File: config.mk
export PLATFORM = sky130hd
export DESIGN_NAME = vp_fetch_stage
export DESIGN_NICKNAME = d
export VERILOG_FILES = /design/src/rtl/vp_pkg.sv /design/src/rtl/vp_fetch_skid.sv /design/src/rtl/vp_fetch_stage.sv
export SDC_FILE = /design/constraint.sdc
export NUM_CORES = 1
export LEC_CHECK = 0
export ABC_AREA = 1
export CAP_MARGIN = 10
export CORE_MARGIN = 8
export CORE_UTILIZATION = 46
export CTS_CLUSTER_DIAMETER = 100
export DETAILED_ROUTE_END_ITERATION = 12
export PLACE_DENSITY = 0.81
export SYNTH_ARGS = -nofsm -noshare
export SYNTH_HDL_FRONTEND = slang
export SYNTH_SLANG_ARGS = --single-unit
export TNS_END_PERCENT = 50
File: constraint.sdc
create_clock -name clk -period 1.46 [get_ports clk]
set_input_delay 0.219 -clock clk [delete_from_list [all_inputs] [get_ports clk]]
set_output_delay 0.219 -clock clk [all_outputs]
set_load 0.02 [all_outputs]
File: src/rtl/vp_pkg.sv
// Shared vector-processor definitions used by fetch, decode and later stages.
package vp_pkg;

   localparam int INSTR_W = 20;
   localparam int PC_W    = 8;

   localparam logic [INSTR_W-1:0] NOP_INSTR = 20'h0;

   typedef enum logic [1:0] {
      FETCH,
      HOLD,
      DRAIN,
      DONE
   } fetch_state_t;

endpackage

File: src/rtl/vp_fetch_skid.sv
// One-entry skid buffer that parks a returned instruction word and its PC while decode stalls.
module vp_fetch_skid #(
   parameter int INSTR_W = vp_pkg::INSTR_W,
   parameter int PC_W    = vp_pkg::PC_W
) (
   input  logic               clk,
   input  logic               rst,
   input  logic               wr,
   input  logic               rd,
   input  logic               clr,
   input  logic [INSTR_W-1:0] wr_word,
   input  logic [PC_W-1:0]    wr_pc,
   output logic [INSTR_W-1:0] word,
   output logic [PC_W-1:0]    pc,
   output logic               full
);
   import vp_pkg::*;

   logic [INSTR_W-1:0] word_reg;
   logic [PC_W-1:0]    pc_reg;
   logic               full_reg;

   always_ff @(posedge clk) begin
      if (rst || clr) begin
         word_reg <= INSTR_W'(NOP_INSTR);
         pc_reg   <= '0;
         full_reg <= 1'b0;
      end else if (wr) begin
         word_reg <= wr_word;
         pc_reg   <= wr_pc;
         full_reg <= 1'b1;
      end else if (rd) begin
         full_reg <= 1'b0;
      end
   end

   assign word = word_reg;
   assign pc   = pc_reg;
   assign full = full_reg;

endmodule

File: src/rtl/vp_fetch_stage.sv
// Instruction fetch stage: PC, req/ack imem interface, IF/ID register with stall, flush and skid.
// Optional VP_FETCH_PERF_EN adds saturating perf_fetched / perf_stall counters.
module vp_fetch_stage #(
   parameter int              PC_W     = vp_pkg::PC_W,
   parameter int              INSTR_W  = vp_pkg::INSTR_W,
   parameter logic [PC_W-1:0] RESET_PC = '0,
   parameter int              PROG_LEN = 256
) (
   input  logic               clk,
   input  logic               rst,
   output logic               imem_req,
   output logic [PC_W-1:0]    imem_addr,
   input  logic [INSTR_W-1:0] imem_rdata,
   input  logic               imem_ack,
   input  logic               stall,
   input  logic               flush,
   input  logic [PC_W-1:0]    redirect_pc,
   output logic [INSTR_W-1:0] instr_out,
   output logic [PC_W-1:0]    pc_out,
   output logic               instr_valid,
   output logic               done
`ifdef VP_FETCH_PERF_EN
   ,
   output logic [31:0]        perf_fetched,
   output logic [31:0]        perf_stall
`endif
);
   import vp_pkg::*;

   localparam logic [PC_W-1:0] LAST_PC = PC_W'(PROG_LEN - 1);

   fetch_state_t       state_reg;
   logic [PC_W-1:0]    pc_reg;
   logic [PC_W-1:0]    drain_addr_reg;
   logic [INSTR_W-1:0] instr_out_reg;
   logic [PC_W-1:0]    pc_out_reg;
   logic               instr_valid_reg;

   logic               ld;
   logic               fetch_hit;
   logic               skid_wr;
   logic               skid_rd;
   logic               skid_full;
   logic [INSTR_W-1:0] skid_word;
   logic [PC_W-1:0]    skid_pc;

   assign imem_req  = !rst && ((state_reg == FETCH) || (state_reg == DRAIN));
   assign imem_addr = rst ? RESET_PC : ((state_reg == DRAIN) ? drain_addr_reg : pc_reg);

   assign ld        = !stall || !instr_valid_reg;
   assign fetch_hit = (state_reg == FETCH) && imem_ack && !flush;
   assign skid_wr   = fetch_hit && !ld;
   assign skid_rd   = (state_reg == HOLD) && skid_full && ld && !flush;

   vp_fetch_skid #(
      .INSTR_W (INSTR_W),
      .PC_W    (PC_W)
   ) u_skid (
      .clk     (clk),
      .rst     (rst),
      .wr      (skid_wr),
      .rd      (skid_rd),
      .clr     (flush),
      .wr_word (imem_rdata),
      .wr_pc   (pc_reg),
      .word    (skid_word),
      .pc      (skid_pc),
      .full    (skid_full)
   );

   always_ff @(posedge clk) begin
      if (rst) begin
         state_reg       <= FETCH;
         pc_reg          <= RESET_PC;
         drain_addr_reg  <= RESET_PC;
         instr_out_reg   <= INSTR_W'(NOP_INSTR);
         pc_out_reg      <= '0;
         instr_valid_reg <= 1'b0;
      end else if (flush) begin
         // An un-acked request cannot be withdrawn; DRAIN swallows its data.
         instr_valid_reg <= 1'b0;
         pc_reg          <= redirect_pc;
         drain_addr_reg  <= imem_addr;
         state_reg       <= (imem_req && !imem_ack) ? DRAIN : FETCH;
      end else begin
         case (state_reg)
            FETCH: begin
               if (imem_ack) begin
                  pc_reg <= pc_reg + 1'b1;
                  if (ld) begin
                     instr_out_reg   <= imem_rdata;
                     pc_out_reg      <= pc_reg;
                     instr_valid_reg <= 1'b1;
                     state_reg       <= (pc_reg == LAST_PC) ? DONE : FETCH;
                  end else begin
                     state_reg <= HOLD;
                  end
               end else if (ld) begin
                  instr_valid_reg <= 1'b0;
               end
            end
            HOLD: begin
               // The buffered PC tells whether that word was the last one.
               if (skid_rd) begin
                  instr_out_reg   <= skid_word;
                  pc_out_reg      <= skid_pc;
                  instr_valid_reg <= 1'b1;
                  state_reg       <= (skid_pc == LAST_PC) ? DONE : FETCH;
               end
            end
            DRAIN: begin
               if (imem_ack) begin
                  state_reg <= FETCH;
               end
            end
            DONE: begin
               if (ld) begin
                  instr_valid_reg <= 1'b0;
               end
            end
            default: state_reg <= FETCH;
         endcase
      end
   end

   assign instr_out   = instr_out_reg;
   assign pc_out      = pc_out_reg;
   assign instr_valid = instr_valid_reg;
   assign done        = (state_reg == DONE) && !instr_valid_reg;

`ifdef VP_FETCH_PERF_EN
   logic [1:0] perf_inc;
   assign perf_inc = {stall && instr_valid_reg, fetch_hit};

   for (genvar gi = 0; gi < 2; gi++) begin : g_perf
      logic [31:0] cnt_reg;
      always_ff @(posedge clk) begin
         if (rst) begin
            cnt_reg <= '0;
         end else if (perf_inc[gi] && (cnt_reg != '1)) begin
            cnt_reg <= cnt_reg + 32'd1;
         end
      end
   end

   assign perf_fetched = g_perf[0].cnt_reg;
   assign perf_stall   = g_perf[1].cnt_reg;
`endif

endmodule

# Yosys cells after proc, flatten, opt, wreduce, memory -nomap -nowiden
# Index checks and enable logic that the tools add are counted.
classes:
  n_addsub: 1
  mul: 0
  div: 0
  n_lt_le_gt_ge: 0
  n_eq_ne: 12
  shift: 0
  mux: 29
  n_bitwise: 1
  reduce_logical: 30
ops:
  columns: ["operator", "count"]
  rows:
  - ["$mux 8", 8]
  - ["$mux 20", 3]
  - ["$pmux 20 s2", 1]
  - ["$eq 8x8->1 const B", 2]
  - ["$mux 2", 8]
  - ["$pmux 8 s2", 1]
  - ["$ne 3x3->1 const B", 4]
  - ["$logic_and 1x1->1", 9]
  - ["$add 8x1->8 const B", 1]
  - ["$reduce_bool 2->1", 4]
  - ["$logic_not 1->1", 6]
  - ["$mux 1", 6]
  - ["$ne 2x2->1 const B", 3]
  - ["$pmux 2 s3", 1]
  - ["$reduce_and 5->1", 1]
  - ["$eq 2x2->1 const B", 2]
  - ["$reduce_and 4->1", 1]
  - ["$reduce_bool 4->1", 1]
  - ["$logic_or 1x1->1", 3]
  - ["$pmux 1 s3", 1]
  - ["$reduce_and 3->1", 1]
  - ["$reduce_bool 3->1", 1]
  - ["$eq 2x1->1 const B", 1]
  - ["$logic_not 2->1", 1]
  - ["3 further kinds", 3]
totals:
  reg_bits: 76
  latchBits: 0
  ram_bits: 0
  rom_bits: 0
  inputBits: 33
  out_inout_bits: 39
  wordCells: 82
  memories: 0

# Longest topological paths before layout
# Gate-level depths: netlist of the first run.
logic_depth:
  ltp_word: 7
  ltp_mapped: 10
  ltp_nobuf: 10

# By module
# Synthesis of the first run repeated with hierarchy kept, for this count alone.
unflattened:
  hier_cells: 518
  hier_area_um2: 3729.8
by_module_without_submodules:
  columns: ["mod", "n_inst", "cells_each", "area_each_um2", "seq_area_each_um2"]
  rows:
  - ["vp_fetch_stage", 1, 389, 2593.7, 940.9]
  - ["vp_fetch_skid", 1, 129, 1136.1, 580.6]

# Worst setup path before layout of the first run
# OpenSTA, ideal clock, no wires.
synth_timing:
  path_kind: "register to register"
  from: "register state_reg[0]"
  to: "register instr_out_reg[8] (netlist: instr_out[8])"
  setup_ns: 0.113
  arrival_time_ns: 1.452
  required_ns: 1.347
  slack_ns: -0.105
  stages_incl_launch_ff: 11
  path_buffers: 2
  period_less_slack_ns: 1.565
  cell_sequence: "dfxtp_1 > inv_1 > ha_1 > inv_1 > nand2_1 > a21oi_2 > nand3_2 > buf_4 > buf_6 > o21ai_1 > nor2_1"
synth_between:
  elab_chain_len: 6
  word_cells_on_any_way: 11
  cone_classes: "eq/ne (4); mux (1); reduce/logical (6)"
synth_lines:
  columns: ["item", "line", "rtl"]
  rows:
  - ["start, declared", "vp_fetch_stage.sv:32", "fetch_state_t state_reg;"]
  - ["start signal, assigned", "vp_fetch_stage.sv:84", "state_reg <= (imem_req && !imem_ack) ? DRAIN : FETCH;"]
  - ["start signal, assigned", "vp_fetch_stage.sv:94", "state_reg <= (pc_reg == LAST_PC) ? DONE : FETCH;"]
  - ["start signal, assigned", "vp_fetch_stage.sv:108", "state_reg <= (skid_pc == LAST_PC) ? DONE : FETCH;"]
  - ["$eq 2x1->1", "vp_fetch_stage.sv:53, vp_fetch_stage.sv:86", null]
  - ["$logic_and 1x1->1 (3 in series)", "vp_fetch_stage.sv:53", "assign skid_rd = (state_reg == HOLD) && skid_full && ld && !flush;"]
  - ["$ne 2x2->1 (no line)", null, null]
  - ["$reduce_and 5->1 (no line)", null, null]
  - ["end signal, assigned", "vp_fetch_stage.sv:76", "instr_out_reg <= INSTR_W'(NOP_INSTR);"]
  - ["end signal, assigned", "vp_fetch_stage.sv:91", "instr_out_reg <= imem_rdata;"]
  - ["end signal, assigned", "vp_fetch_stage.sv:105", "instr_out_reg <= skid_word;"]
  - ["end, declared", "vp_fetch_stage.sv:35", "logic [INSTR_W-1:0] instr_out_reg;"]
# Several ways; a longest one is shown, not always the timed one.
# A chain may end at the register's enable or synchronous reset.

# Worst setup path after layout of the first run
layout_timing:
  from: "register state_reg[0]"
  to: "output port imem_addr[1]"
layout_between:
  elab_chain_len: 3
layout_lines:
  columns: ["item", "line", "rtl"]
  rows:
  - ["$eq 2x2->1", "vp_fetch_stage.sv:48", "assign imem_addr = rst ? RESET_PC : ((state_reg == DRAIN) ? drain_addr_reg : pc_reg);"]
  - ["$mux 8 (2 in series)", "vp_fetch_stage.sv:48", null]
  - ["end, declared", "vp_fetch_stage.sv:12", "output logic [PC_W-1:0] imem_addr,"]
# Every way passes these cells.

==> metrics.csv, run 1 <==
metric;value;unit
outcome;finished with violations;
violations;setup timing;
clkSinkCount;76;
r2r_start;state_reg[0]$_SDFFE_PP0P_;
critPathCaptureType;output pin;
cts_root_buf;clkbuf_8;
met3_usage;0.04771;
hold_end;pc_reg[1]$_SDFFE_PP0P_;
dieArea;10790;sq um
antenna_cells;0;
finalHoldViolations;0;
fin_crit_sh;1.171;
synth_top_area_cell;dfxtp_1;
syn_area_per_cell;6.831;sq um
power_frac_clock;0.319;
drt_iter0_drc;244;
seq_power_share;0.465;
max_cap_viol_count;0;
syn_inst;520;
hpwl;7.254;mm
clockBufferDepth;2;
ys.flop_type;dfxtp_1;
ios;72;
cts_max_level;3;
comb_power_share;0.216;
grt_busiest_layer;met2;
drc;0;
cp_slowest_cell;dfxtp_2;
core_area;7607;sq um
cp.required;1240;ps
synthAdderAreaFrac;0.01761;
tightest_slew;365.5;ps
layout.nets;685;
ys_top_cells_by_area;dfxtp_1 (43%), nand2_1 (12%), nor2_1 (12%);
insertion_delay;350;ps
gr-total-overflow;0;
synth_area;3552;sq um
die_x;103.9;um
path_max_fanout;7;
portBuffers;71;
netlist.area_leader.share;0.4283;
vias_per_cell;5.198;
rrSetupSlack;-200;ps
cp_cell_sequence;inv_2 > ha_4 > buf_8 > buf_6 > a21oi_4 > buf_6;
cp_slowest_stage_delay;350;ps
final_util;0.7334;
p_sw_frac;0.3048;
async_flop_share;0;
synth_cell_types;34;
grt_max_degree;23;
finalWirelength;11.36;mm
setup_viol_count_final;75;
die_y;103.9;um
worst_setup_path_start_kind;flop;
synth.area.mux_share;0;
hold_path_depth;3;
synthSimpleGateAreaFrac;0.2895;
arrival;1490;ps
reg2reg_depth;10;
synthesis.nets;558;
fin_ws;-250.4;ps
clk_pin_slew;80;ps
synth_edf_count;0;
ant_nets;0;
r2r_end;instr_out[18]$_SDFFE_PP0P_;
synthToLayoutAreaGrowth;57.06;%
synthTopCellsByCount;nand2_1 (116), nor2_1 (116), dfxtp_1 (76);
synth_top_family_by_area;simple AND/OR/NAND/NOR gates;
synth_seq_area_share;0.4283;
p_sw;1.451;mW
powerDensity;853.5;nW/um^2
place.gp.congestion;0.8229;
rsz0062_at_grt;true;
p_leak;2.464;nW
vias;3919;
critPathKind;reg -> out;
finalCriticalPeriod;1710;ps
wl_per_cell;15.07;um
rows;32;
yosys_warnings;0;
grtUsageMet2;0.3625;
numCtsBuffers;9;
ys_ff_latch;76;
grt_pass1_vias;4064;
cpMostUsedCell;buf_6;
synth-xor-area-share;0.002466;
antenna_found_initial;0;
track_usage;0.2060;
timing.fmax;0.5847;GHz
final-max-slew-violation-count;0;
synth_compound_area_frac;0.1761;
cts_tree;done;
dp_slack;-611.8;ps
slew_headroom;0.7537;
grtUsageMet1;0.2304;
clock_skew;8.368;ps
grt_pass1_wl;18.82;mm
first_pass_iters;5;
tns;-10910;ps
drive_gt1_frac;0.2914;
hold_path_startpoint;redirect_pc[1];
peakVddDrop;0.6083;mV
p_int;3.310;mW
start_util;0.4669;
hold_class;in -> reg;
==> power by group through the flow <==
stage	logic, mW	registers [mW]	clock network, mW
2_1_floorplan	0.358	2.33	0
3_3_place_gp	0.841	2.25	0
3_5_place_dp	0.861	2.26	0
4_1_cts	0.967	2.21	1.53
5_1_grt	1.11	2.23	1.63
6_report	1.03	2.21	1.52
==> through the flow <==
| stage | total power [mW] | std cells | hold WS [ps] | instance area [sq um] |
|---|---|---|---|---|
| after detailed placement | 3.120 | 716 | 469.4 | 4686 |
| after global placement | 3.095 | 716 | 459.9 | 4686 |
| after floorplan | 2.691 | 520 | 353.9 | 3565 |
| final | 4.762 | 754 | 452.4 | 5579 |
| after global routing | 4.967 | 754 | 451.8 | 5579 |
| after CTS | 4.709 | 748 | 448.4 | 5388 |
==> layout by cell type, fill, tap and decap left out, types with 2 or more instances in the layout <==
master and n:
ha_4 4, dfxtp_2 2, clkdlybuf4s50_1 32, clkinvlp_4 3, nor2_4 2, a21oi_4 8, a21oi_2 9, nand4_1 3
buf_6 24, clkinv_4 2, buf_12 8, inv_1 26, nand2_1 112, inv_4 3, o21ai_0 22, buf_4 46
buf_8 3, dlygate4sd2_1 29, nand2_4 5, buf_16 2, a31oi_1 2, dfxtp_1 74, o21ai_2 31, a21oi_1 10
inv_2 5, a211oi_2 2, clkbuf_8 10, nand3_1 9, nor2_1 108, o21ai_1 28, nor2_2 8
==> cells by family (layout without fill, tap and decap cells) <==
logic type | after synthesis | in the layout
XOR/XNOR | 1 | 1
AO/OA/AOI/OAI | 118 | 118
flip-flops | 76 | 76
buffers and inverters | 66 | 198
adder cells (fa/ha/maj) | 5 | 5
AND/OR/NAND/NOR | 254 | 254
==> cell type report <==
type                            instances  area [sq um]
Inverter                               37         167.7
Clock inverter                          6         48.80
Sequential cell                        76          1524
Multi-Input combinational cell        378          2098
Fill cell                             549          2028
Timing Repair Buffer                  145          1475
Tap cell                              102         127.6
Clock buffer                           10         137.6
==> critical path, delay by kind of cell (launching register included) <==
family	cells	cell delay, ps
AOI/OAI and AO/OA	1	160
adders and majority gates	1	170
buffers and inverters	4	450
DFF	1	350
==> metal layers <==
metal,part of all wire,vias up
met5,0,-
met4,0.026,0
met3,0.060,36
met2,0.51,140
met1,0.40,1824
li1,-,1919
==> worst max path at each step <==
| stage | from | to |
|---|---|---|
| 6_report | state_reg[0]$_SDFFE_PP0P_ | imem_addr[1] |
| 3_5_place_dp | rst | imem_addr[6] |
| 3_3_place_gp | rst | imem_addr[2] |
| 4_1_cts | state_reg[0]$_SDFFE_PP0P_ | imem_addr[1] |
| 5_1_grt | state_reg[0]$_SDFFE_PP0P_ | instr_out[3]$_SDFFE_PP0P_ |
| 2_1_floorplan | state_reg[0]$_SDFFE_PP0P_ | drain_addr_reg[1]$_SDFFE_PP0P_ |
==> timing repair <==
item | in CTS | in global routing
gates resized for setup | 207 | 45
hold buffers | 0 | 0
gates cloned | 4 | 1
buffers inserted | 12 | 7
setup endpoints to repair | 109 | 78
pin swaps | 20 | 18
No activity file was read; power rests on OpenSTA's default activity.
==> run 2, diff against run 1 <==
==> constraint.sdc (replaced) <==
create_clock -name clk -period 1.46 [get_ports clk]
set_input_delay 0.292 -clock clk [delete_from_list [all_inputs] [get_ports clk]]
set_output_delay 0.292 -clock clk [all_outputs]
set_load 0.02 [all_outputs]
==> run 2 against run 1 <==
- the run still ends with setup timing left
- combinational power about the same
- global-route usage down 1.2 points
- clock-buffer cell count unchanged
- die area unchanged
- highest routed layer unchanged
==> metrics.csv, run 2 (synthesis results as in run 1) <==
metric;value;unit
numCtsBuffers;9;
rows;32;
clock_skew;10.75;ps
hpwl;7.051;mm
peakVddDrop;0.5909;mV
cp_cell_sequence;buf_6 > inv_4 > ha_4 > inv_2 > buf_6 > nand2_4 > a21oi_4 > nand3_4 > buf_12 > buf_12 > o21ai_2 > nor2_1;
worst_setup_path_start_kind;flop;
final-max-slew-violation-count;0;
outcome;finished with violations;
tns;-18430;ps
ios;72;
antenna_cells;0;
cp_slowest_stage_delay;370;ps
cp_num_buf_inv;6;
grt_pass1_vias;3918;
dpl.cell_count;716;
synthToLayoutAreaGrowth;60.76;%
powerDensity;872.4;nW/um^2
comb_power_share;0.213;
finalWirelength;11.93;mm
wl_per_cell;15.83;um
drive_gt1_frac;0.2975;
layout.nets;685;
cts_max_level;3;
start_util;0.4669;
grt_pass1_wl;17.88;mm
tightest_slew;430.6;ps
antenna_found_initial;0;
vias_per_cell;5.337;
max_cap_viol_count;0;
fin_ws;-294.0;ps
hold_class;reg -> reg;
first_pass_iters;5;
cp.required;1700;ps
cp_slowest_cell;dfxtp_2;
stdcell_count;754;
final_cell_mix;nand2_1 (115), nor2_1 (105), dfxtp_1 (74);
grt_max_degree;24;
violations;setup timing;
vias;4024;
power_frac_clock;0.343;
design_area;5710;sq um
drc;0;
p_int;3.511;mW
placed_cell_area;4690;sq um
dp_slack;-756.5;ps
setup_viol_count_final;77;
die_y;103.9;um
path_max_fanout;10;
cts_root_buf;clkbuf_8;
drt_iter0_drc;256;
rsz0062_at_grt;true;
clkSinkCount;76;
final_util;0.7507;
seq_power_share;0.444;
p_leak;2.793;nW
fin_crit_sh;1.201;
critPathCaptureType;flop;
slew_headroom;0.7126;
gr-total-overflow;0;
dieArea;10790;sq um
clockBufferDepth;2;
portBuffers;71;
p_sw;1.471;mW
critPathKind;reg -> reg;
finalCriticalPeriod;1754;ps
finalHoldViolations;0;
place.gp.congestion;0.8428;
core_area;7607;sq um
track_usage;0.1943;
rrSetupSlack;-290;ps
arrival;2000;ps
final_common_cell;nand2_1;
die_x;103.9;um
p_sw_frac;0.2953;
path_delay_family;buffers and inverters;
ant_nets;0;
cts_tree;done;
timing.fmax;0.5701;GHz
insertion_delay;350;ps
clk_pin_slew;80;ps
-- run 2: changes by cell type in the layout (fill, tap and decap cells not counted), sizes merged, moves of 2 or more --
| cell | previous run | this run |
|---|---|---|
| dlygate4sd2 | 29 | 0 |
| dlymetal6s2s | 0 | 28 |
| buf | 83 | 80 |
| clkbuf | 11 | 13 |
| inv | 37 | 39 |
-- run 2: through the flow --
step | power, mW | hold slack [ps]
2_1_floorplan | 2.692 | 426.9
3_3_place_gp | 3.094 | 462.2
3_5_place_dp | 3.112 | 475.5
4_1_cts | 4.895 | 483.5
5_1_grt | 5.179 | 516.4
6_report | 4.982 | 475.5
-- run 2: power groups by stage --
stage / combinational [mW] / sequential (mW) / clock, mW
after floorplan: 0.359 / 2.33 / 0
after global routing: 1.14 / 2.22 / 1.82
final: 1.06 / 2.21 / 1.71
after CTS: 0.992 / 2.21 / 1.69
after detailed placement: 0.854 / 2.26 / 0
after global placement: 0.840 / 2.25 / 0
-- run 2: cell type report --
cell class | count | area (sq um)
clock buffer | 10 | 137.6
clock inverter | 6 | 72.57
fill | 518 | 1897
inverter | 37 | 158.9
multi-input combinational | 378 | 2117
sequential | 76 | 1524
tap | 102 | 127.6
timing repair buffer | 143 | 1553
timing repair inverter | 2 | 20.02
-- run 2: worst reg2reg max path, cell delays in order, from the launching register on --
cell and delay (ps):
dfxtp_2 370, buf_6 120, inv_4 40, ha_4 150
inv_2 60, buf_6 110, nand2_4 50, a21oi_4 160
nand3_4 110, buf_12 170, buf_12 140, o21ai_2 120
nor2_1 60
-- run 2: path summary, 6_finish.rpt --
kind	from	end	cells past startpoint
min	pc_out[3]$_SDFFE_PP0P_	pc_out[3]$_SDFFE_PP0P_	2
max reg2reg	state_reg[1]$_SDFFE_PP0P_	instr_out[14]$_SDFFE_PP0P_	12
max	state_reg[1]$_SDFFE_PP0P_	instr_out[14]$_SDFFE_PP0P_	12
min reg2reg	pc_out[3]$_SDFFE_PP0P_	pc_out[3]$_SDFFE_PP0P_	2
-- run 2: layer usage --
metal	wire (um)	track usage	vias to the layer above
met1	4686	0.2256	1876
met4	308	0.08376	0
met3	797	0.04399	32
met5	0	0	-
li1	-	-	1926
met2	6141	0.3346	190
-- run 2: repair_timing --
| item | CTS | global route |
|---|---|---|
| hold buffers | 0 | 0 |
| setup buffers | 12 | 3 |
| gates resized for setup | 143 | 107 |
| pin swaps | 17 | 23 |
| endpoints found under the setup margin | 107 | 109 |
| cloned | 4 | 4 |
